===== config.mk =====
export PLATFORM = sky130hd
export DESIGN_NAME = ec_fp_mod_add_stream
export DESIGN_NICKNAME = d
export VERILOG_FILES = /design/src/rtl/ec_fp_mod_add_stream_pkg.sv /design/src/rtl/ec_fp_mod_add_stream_fp_word_addsub.sv /design/src/rtl/ec_fp_mod_add_stream.sv
export SDC_FILE = /design/constraint.sdc
export NUM_CORES = 2
export LEC_CHECK = 0
export CORE_MARGIN = 1.5
export CORE_UTILIZATION = 55
export CTS_CLUSTER_SIZE = 28
export DETAILED_ROUTE_END_ITERATION = 12
export GPL_ROUTABILITY_DRIVEN = 1
export PLACE_DENSITY = 0.73
export SETUP_SLACK_MARGIN = 0.2
export SYNTH_ARGS = -nofsm -noshare
export SYNTH_HDL_FRONTEND = slang
export SYNTH_SLANG_ARGS = --single-unit
export TNS_END_PERCENT = 30

===== constraint.sdc =====
create_clock -name i_clk -period 8.1 [get_ports i_clk]
set_input_delay 0.81 -clock i_clk [delete_from_list [all_inputs] [get_ports i_clk]]
set_output_delay 0.81 -clock i_clk [all_outputs]
set_load 0.005 [all_outputs]

===== src/rtl/ec_fp_mod_add_stream_pkg.sv =====
// Shared EC field-arithmetic package: modulus constants, element/word types
// and the state encoding of the streaming modular adder.
package ec_fp_mod_add_stream_pkg;

  localparam int FE_BITS    = 384;
  localparam int WORD_BITS  = 64;
  localparam int FE_WORDS   = FE_BITS / WORD_BITS;

  typedef logic [FE_BITS-1:0]   fe_t;
  typedef logic [WORD_BITS-1:0] arith_word_t;

  // BLS12-381 base field modulus, zero-extended to the 384-bit element width.
  localparam fe_t BLS12_381_P = fe_t'(381'h1a0111ea397fe69a4b1ba7b6434bacd764774b84f38512bf6730d2a0f6b0f6241eabfffeb153ffffb9feffffffffaaab);

  typedef enum logic {
    ST_ACCUM  = 1'b0,
    ST_OUTPUT = 1'b1
  } add_state_e;

endpackage


===== src/rtl/ec_fp_mod_add_stream_fp_word_addsub.sv =====
// One word of a multi-word add (a+b+carry) and of the trial subtraction of
// the modulus word from that sum (s-p-borrow). Purely combinational.
module fp_word_addsub
  import ec_fp_mod_add_stream_pkg::*;
#(
  parameter int ARITH_BITS = 64
) (
  input  logic [ARITH_BITS-1:0] a_i,
  input  logic [ARITH_BITS-1:0] b_i,
  input  logic [ARITH_BITS-1:0] p_i,
  input  logic                  carry_i,
  input  logic                  borrow_i,
  output logic [ARITH_BITS-1:0] s_o,
  output logic                  carry_o,
  output logic [ARITH_BITS-1:0] d_o,
  output logic                  borrow_o
);

  logic [ARITH_BITS:0] sum_full;
  logic [ARITH_BITS:0] diff_full;

  // Sum word with carry-out, then subtract the modulus word; the top bit of
  // the difference wraps to 1 exactly when a borrow is needed.
  always_comb begin
    sum_full  = {1'b0, a_i} + {1'b0, b_i} + {{ARITH_BITS{1'b0}}, carry_i};
    diff_full = {1'b0, sum_full[ARITH_BITS-1:0]} - {1'b0, p_i}
                - {{ARITH_BITS{1'b0}}, borrow_i};
    s_o       = sum_full[ARITH_BITS-1:0];
    carry_o   = sum_full[ARITH_BITS];
    d_o       = diff_full[ARITH_BITS-1:0];
    borrow_o  = diff_full[ARITH_BITS];
  end

endmodule


===== src/rtl/ec_fp_mod_add_stream.sv =====
// Streaming modular adder: accepts (a,b) word pairs LS-word first, keeps both
// a+b and a+b-P, picks the reduced one at eop and streams it back out.
module ec_fp_mod_add_stream
  import ec_fp_mod_add_stream_pkg::*;
#(
  parameter int                          ARITH_BITS = 64,
  parameter int                          DIV        = 6,
  parameter logic [DIV*ARITH_BITS-1:0]   P          = BLS12_381_P,
  parameter int                          CTL_BITS   = 8
) (
  input  logic                    i_clk,
  input  logic                    i_rst_n,
  // i_add_if sink: dat = {b word, a word}
  input  logic [2*ARITH_BITS-1:0] add_dat_i,
  input  logic                    add_val_i,
  output logic                    add_rdy_o,
  input  logic                    add_sop_i,
  input  logic                    add_eop_i,
  input  logic [CTL_BITS-1:0]     add_ctl_i,
  // o_add_if source
  output logic [ARITH_BITS-1:0]   res_dat_o,
  output logic                    res_val_o,
  input  logic                    res_rdy_i,
  output logic                    res_sop_o,
  output logic                    res_eop_o,
  output logic [CTL_BITS-1:0]     res_ctl_o,
  output logic                    res_err_o
);

  localparam int              CNT_W = (DIV > 1) ? $clog2(DIV) : 1;
  localparam logic [CNT_W-1:0] LAST = CNT_W'(DIV - 1);

  add_state_e                state_q, state_d;
  logic                      rdy_q, rdy_d;
  logic [CNT_W-1:0]          in_cnt_q, in_cnt_d;
  logic [CNT_W-1:0]          out_cnt_q, out_cnt_d;
  logic                      carry_q, carry_d;
  logic                      borrow_q, borrow_d;
  logic                      sel_q, sel_d;
  logic                      err_q, err_d;
  logic                      val_q, val_d;
  logic [CTL_BITS-1:0]       ctl_q, ctl_d;
  logic [ARITH_BITS-1:0]     s_buf_q [DIV];
  logic [ARITH_BITS-1:0]     s_buf_d [DIV];
  logic [ARITH_BITS-1:0]     d_buf_q [DIV];
  logic [ARITH_BITS-1:0]     d_buf_d [DIV];

  logic [CNT_W-1:0]          word_idx;
  logic                      carry_in, borrow_in;
  logic [ARITH_BITS-1:0]     p_word;
  logic [ARITH_BITS-1:0]     s_word, d_word;
  logic                      carry_out, borrow_out;
  logic                      accept;

  // A sop word always restarts the element: index 0 and fresh carry/borrow.
  always_comb begin
    word_idx  = add_sop_i ? '0   : in_cnt_q;
    carry_in  = add_sop_i ? 1'b0 : carry_q;
    borrow_in = add_sop_i ? 1'b0 : borrow_q;
    p_word    = P[word_idx*ARITH_BITS +: ARITH_BITS];
    accept    = add_val_i & rdy_q;
  end

  fp_word_addsub #(
    .ARITH_BITS(ARITH_BITS)
  ) u_addsub (
    .a_i      (add_dat_i[ARITH_BITS-1:0]),
    .b_i      (add_dat_i[2*ARITH_BITS-1:ARITH_BITS]),
    .p_i      (p_word),
    .carry_i  (carry_in),
    .borrow_i (borrow_in),
    .s_o      (s_word),
    .carry_o  (carry_out),
    .d_o      (d_word),
    .borrow_o (borrow_out)
  );

  // Next-state logic for accumulation, reduction select and drain.
  always_comb begin
    state_d   = state_q;
    in_cnt_d  = in_cnt_q;
    out_cnt_d = out_cnt_q;
    carry_d   = carry_q;
    borrow_d  = borrow_q;
    sel_d     = sel_q;
    err_d     = err_q;
    val_d     = val_q;
    ctl_d     = ctl_q;
    s_buf_d   = s_buf_q;
    d_buf_d   = d_buf_q;

    case (state_q)
      ST_ACCUM: begin
        if (accept) begin
          s_buf_d[word_idx] = s_word;
          d_buf_d[word_idx] = d_word;
          carry_d           = carry_out;
          borrow_d          = borrow_out;
          if (add_sop_i) begin
            ctl_d = add_ctl_i;
          end
          if (add_eop_i) begin
            // a+b < 2P, so a+b >= P exactly when the sum overflowed the
            // element width or the trial subtraction did not borrow.
            sel_d     = carry_out | ~borrow_out;
            err_d     = (word_idx != LAST);
            in_cnt_d  = '0;
            out_cnt_d = '0;
            val_d     = 1'b1;
            state_d   = ST_OUTPUT;
          end else begin
            in_cnt_d  = (word_idx == LAST) ? word_idx : CNT_W'(word_idx + 1'b1);
          end
        end
      end
      ST_OUTPUT: begin
        if (val_q && res_rdy_i) begin
          if (out_cnt_q == LAST) begin
            val_d   = 1'b0;
            state_d = ST_ACCUM;
          end else begin
            out_cnt_d = CNT_W'(out_cnt_q + 1'b1);
          end
        end
      end
      default: state_d = ST_ACCUM;
    endcase

    rdy_d = (state_d == ST_ACCUM);
  end

  // State, control and buffer registers; everything clears on reset so an
  // interrupted element leaves no trace.
  always_ff @(posedge i_clk or negedge i_rst_n) begin
    if (!i_rst_n) begin
      state_q   <= ST_ACCUM;
      rdy_q     <= 1'b0;
      in_cnt_q  <= '0;
      out_cnt_q <= '0;
      carry_q   <= 1'b0;
      borrow_q  <= 1'b0;
      sel_q     <= 1'b0;
      err_q     <= 1'b0;
      val_q     <= 1'b0;
      ctl_q     <= '0;
      for (int i = 0; i < DIV; i++) begin
        s_buf_q[i] <= '0;
        d_buf_q[i] <= '0;
      end
    end else begin
      state_q   <= state_d;
      rdy_q     <= rdy_d;
      in_cnt_q  <= in_cnt_d;
      out_cnt_q <= out_cnt_d;
      carry_q   <= carry_d;
      borrow_q  <= borrow_d;
      sel_q     <= sel_d;
      err_q     <= err_d;
      val_q     <= val_d;
      ctl_q     <= ctl_d;
      s_buf_q   <= s_buf_d;
      d_buf_q   <= d_buf_d;
    end
  end

  assign add_rdy_o = rdy_q;
  assign res_val_o = val_q;
  assign res_dat_o = sel_q ? d_buf_q[out_cnt_q] : s_buf_q[out_cnt_q];
  assign res_sop_o = val_q & (out_cnt_q == '0);
  assign res_eop_o = val_q & (out_cnt_q == LAST);
  assign res_err_o = val_q & (out_cnt_q == LAST) & err_q;
  assign res_ctl_o = ctl_q;

endmodule


# Word level (Yosys, flattened, before mapping)
# Cells that the tools add are included.
[totals]
ff_bits = 789
[op_classes]
n_eq_ne = 8
n_mux = 31
addsub = 6
order_cmp = 3
n_bitwise = 10
reduce_logical = 8
shift = 1
[op_table]
columns = ["cell", "n"]
rows = [
  ["$bwmux 384", 2],
  ["$bmux 64 s3", 2],
  ["$mux 64", 6],
  ["$shiftx 384x10->64 const A", 1],
  ["$demux 64 s3", 1],
  ["$add 64x64->65", 1],
  ["$add 65x1->65", 1],
  ["$sub 64x64->65", 1],
  ["$sub 65x1->65", 1],
  ["$mux 3", 7],
  ["$mux 1", 10],
  ["$ge 4x4->1 const B", 2],
  ["$not 3->4", 2],
  ["$reduce_and 4->1", 2],
  ["$add 3x1->3 const B", 2],
  ["$eq 3x3->1 const B", 2],
  ["$ne 2x2->1 const B", 3],
  ["$pmux 3 s2", 1],
  ["$reduce_and 3->1", 2],
  ["$and 1x1->1", 4],
  ["$lt 4x1->1 const B", 1],
  ["$ne 2x1->1 const B", 2],
  ["$pmux 1 s2", 2],
  ["$logic_not 3->1", 1],
  ["5 further kinds", 8],
]

# Longest topological paths before layout
[logic_depth]
depth_word = 7
depth_mapped = 27
ltp_nobuf = 25

# Modules after synthesis
# Synthesis repeated with hierarchy kept, for this count alone.
[hier_totals]
hier_cells = 3763
hier_area_um2 = 45845.2
[modules_own_cells]
columns = ["module", "area_per_inst_um2", "n_inst", "cells_per_inst", "seq_area_each_um2"]
rows = [
  ["ec_fp_mod_add_stream", 36690.2, 1, 2376, 19743.9],
  ["fp_word_addsub", 9155.0, 1, 1387, 0.0],
]

# Worst setup path before layout
# OpenSTA, ideal clock, no wires.
[synth_timing]
path_kind = "input-to-reg"
start = "input add_sop_i"
end = "register d_buf_q[254] in the netlist's numbering"
t_required_ns = 8.031
path_buffers = 2
cell_stages = 26
arrival_time_ns = 6.276
path_slack_ns = 1.756
cell_sequence = "nand2b_1 -> fa_1 -> fa_1 -> nand2b_1 -> a21oi_1 -> o21a_1 -> o41ai_1 -> a2111oi_2 -> o2111ai_1 -> nand2_1 -> a21oi_1 -> o311ai_2 -> ha_1 -> inv_1 -> ha_1 -> buf_2 -> a21oi_1 -> inv_1 -> a21o_1 -> a21oi_1 -> a21oi_1 -> a211oi_1 -> clkbuf_1 -> nand4_1 -> o311a_1 -> nand3_1"
[synth_via]
elab_chain_len = 7
[synth_lines]
columns = ["item", "line", "text"]
rows = [
  ["start: declaration", "ec_fp_mod_add_stream.sv:17", "input logic add_sop_i,"],
  ["parallel branches: the longest is 6 deep, another holds $add 65x1->65", "-", ""],
  ["$bwmux 384 *", "ec_fp_mod_add_stream.sv:96", "d_buf_d[word_idx] = d_word;"],
  ["end signal: assignment", "ec_fp_mod_add_stream.sv:162", "d_buf_q <= d_buf_d;"],
  ["end: declaration", "ec_fp_mod_add_stream.sv:45", "logic [ARITH_BITS-1:0] d_buf_q [DIV];"],
]
# Every way passes the cells marked *.
# A chain may end at the register's enable or synchronous reset.

# Worst setup path after layout
[layout_timing]
start = "input add_sop_i"
end = "register d_buf_q[313] in the netlist's numbering"
# The elaborated chain is that of the path after synthesis.

==> results.yml <==
outcome:
  outcome: "complete, but fails checks"
  violations: "capacitance limit"
clock_tree:
  clockBufferDepth: 3
  htree_levels: 3
  clk_latency_ns: 0.65
  cts_tree: "built"
  hold_buffers: 0
  cts.reportedPaths.clkPinSlew_ns: 0.06
  cts_resized: 0
  clock_sinks: 789
  post-cts-setup-buffer-count: 0
  clockRootBuffer: "clkbuf_16"
  numCtsBuffers: 83
synthesis:
  synth_warnings: 0
  syn_nets: 5008
  postSynthCellCount: 4664
  synthDistinctLibCells: 83
  ys_seq_area_frac: 0.447
  synth-main-ff-cell: "dfrtp_1"
  synth_edf_count: 0
  synth_area_leader_cell: "dfrtp_1"
  synth_seq_cells: 789
  syn_area_um2: 44200
  async_flop_share: 1.00
  synth.avg_cell_area_um2: 9.48
  netlist_top_cells_area: "dfrtp_1 (45%), nand2_1 (10%), mux4_2 (9.8%)"
  synth_top_area_frac: 0.447
power_and_ir_drop:
  pwr-share-seq: 0.304
  p_comb_frac: 0.486
  power_switching_share: 0.420
  power.internal_mw: 11.2
  power.density_nw_per_um2: 382
  leakage_nw: 23.6
  power.share.clock: 0.210
  netSwitchingPower_mw: 8.09
  vdd_drop_max_v: 0.000306
job:
  drv_cap: 1
finish:
  final_core_util: 0.635
  layout.cells.non_filler: 5866
  nFillCells: 6402
  num_antenna_cells: 0
  syn2layout_area_growth_pct: 13.8
  nNetsFinal: 5091
  regArea_um2: 19800
  multi_input_area_um2: 22600
  drive_above_1_share: 0.119
  final_cell_area_um2: 50300
route:
  viasPerCell: 6.13
  drc: 0
  dr.pass1.iters: 6
  num_vias: 36000
  drtIter0Drc: 3259
  wl_per_cell_um: 22.3
  ant_nets: 0
  drt-total-wl_mm: 131
critical_path:
  cp-start-kind: "primary input"
  cp.arrival_ns: 7.60
  cp.required_ns: 8.59
  critPathMaxFanout: 7
  crit_type: "primary input to flip-flop"
  cp_num_buf_inv: 6
  crit_path_end_kind: "flip-flop"
  cp_top_family: "compound AO/OA/AOI/OAI gates"
  crit_slowest_cell: "a2111oi_2"
  cpPeakStageDelay_ns: 0.51
global_routing:
  antenna_found_initial: 1
  grt_first_pass_wirelength_mm: 205
  grt_max_degree: 138
  grt_usage: 0.322
  grt.overflow.total: 0
  grt_pass1_vias: 35700
place:
  place_inst: 5712
  port_buffers: 218
  place_hpwl_mm: 86.1
  place_area_um2: 47400
  gp_congestion: 1.01
sta:
  max_freq_ghz: 0.141
  drv_slew: 0
  min_period_ns: 7.11
  hold_viol: 0
  fin_hold_ws_ns: 0.291
  setup_viol: 0
  setup_tns_ns: 0
  skew_ns: 0.0139
  rsz0062_at_grt: "no"
  tightestPinTransition_ns: 1.48
  slew_headroom: 0.0141
  min_period_over_period: 0.878
die:
  io_pins: 219
  die_x_um: 287
  core_um2: 79300
  dieArea_um2: 82100
  rows: 103
  initial_core_util: 0.558
  die_y_um: 287
hold_path:
  min_path_type: "primary input to async pin"
[final timing paths]
kind	start	endpoint	slack, ns	depth (start not counted)
max	add_sop_i	d_buf_q[313]$_DFFE_PN0P_	0.99	29
min	i_rst_n	d_buf_q[341]$_DFFE_PN0P_	0.29	1
max reg2reg	carry_q$_DFFE_PN0P_	d_buf_q[313]$_DFFE_PN0P_	1.19	28
min reg2reg	d_buf_q[42]$_DFFE_PN0P_	d_buf_q[42]$_DFFE_PN0P_	0.47	2
max in group asynchronous	i_rst_n	d_buf_q[237]$_DFFE_PN0P_	5.90	3
min in group i_clk	d_buf_q[42]$_DFFE_PN0P_	d_buf_q[42]$_DFFE_PN0P_	0.47	2
[metrics by stage]
step | power, mW | setup slack [ns]
finish | 19.2 | 0.986
global route | 20.3 | 0.551
CTS | 19.2 | 1.10
detailed placement | 15.0 | 0.444
global placement | 14.9 | 0.571
floorplan | 11.6 | 1.76
[power groups by stage]
stage / sequential, mW / clock [mW] / combinational, mW
final: 5.84 / 4.05 / 9.35
after detailed placement: 5.88 / 0 / 9.16
after global placement: 5.83 / 0 / 9.06
after global routing: 5.97 / 4.25 / 10.1
after CTS: 5.83 / 4.10 / 9.23
after floorplan: 5.49 / 0 / 6.11
[synth_stat cells (22+ instances only)]
library cell	n
nand2_1	1226
dfrtp_1	789
o21ai_0	646
clkbuf_1	258
ha_1	198
mux4_2	192
inv_1	189
a21oi_1	168
nor2_1	124
a21o_1	82
mux2_2	82
mux2i_1	67
xnor2_1	63
nand4_1	58
nand3_1	52
xor2_1	48
buf_1	44
nor3_1	39
o21bai_1	30
o211ai_1	22
[worst reg2reg max path: cells and delay by family (launching register included)]
family                     cells  cell delay, ns
xor gates and xnor gates       2            0.52
buffers and inverters          5            0.82
AOI/OAI and AO/OA             13            2.82
DFF                            1            0.45
and+or+nand+nor                4            0.62
adders and majority gates      4            1.51
[flip-flops by register name, summed over array words and instances (netlist names)]
name,count
borrow_q,1
sel_q,1
res_ctl_o,8
add_rdy_o,1
err_q,1
in_cnt_q,3
d_buf_q,384
carry_q,1
s_buf_q,384
state_q,1
res_val_o,1
out_cnt_q,3
[logic make-up after synthesis]
| group | after synthesis | synth area share |
|---|---|---|
| buffers and inverters | 507 | 0.0439 |
| DFF | 789 | 0.447 |
| and+or+nand+nor | 1617 | 0.151 |
| adders and majority gates | 202 | 0.0578 |
| AOI/OAI and AO/OA | 1096 | 0.144 |
| muxes | 341 | 0.134 |
| xor gates and xnor gates | 112 | 0.0226 |
[layer usage]
| layer | global-route usage | wire (um) | up-vias |
|---|---|---|---|
| met3 | 0.0611 | 11200 | 301 |
| met4 | 0.125 | 5270 | 2 |
| met5 | 0 | 10 | - |
| met2 | 0.503 | 60100 | 1574 |
| met1 | 0.446 | 54200 | 17700 |
| li1 | - | - | 16400 |
[layout by cell type, fill, tap and decap left out, drive strengths merged, types with 30 or more instances in the layout]
cell type | synthesis | routed
nor2 | 124 | 124
a21oi | 170 | 170
nand2 | 1229 | 1229
o21ai | 650 | 650
clkbuf | 260 | 117
mux2i | 67 | 67
ha | 198 | 198
nand3 | 52 | 52
xnor2 | 64 | 64
mux2 | 82 | 82
nor3 | 40 | 40
mux4 | 192 | 192
a21o | 82 | 82
dfrtp | 789 | 789
xor2 | 48 | 48
inv | 189 | 196
nand4 | 60 | 60
clkdlybuf4s50 | 0 | 217
o21bai | 30 | 30
buf | 58 | 99
[final cells by class]
type                    count  share of cell area
repair buffers            316              0.0598
flip-flops and latches    789               0.393
well taps                1050              0.0261
inverters                 189              0.0141
multi-input cells        3368               0.449
clock buffers             117              0.0474
clock inverters            37              0.0106
(Power assumes the default switching activity.)
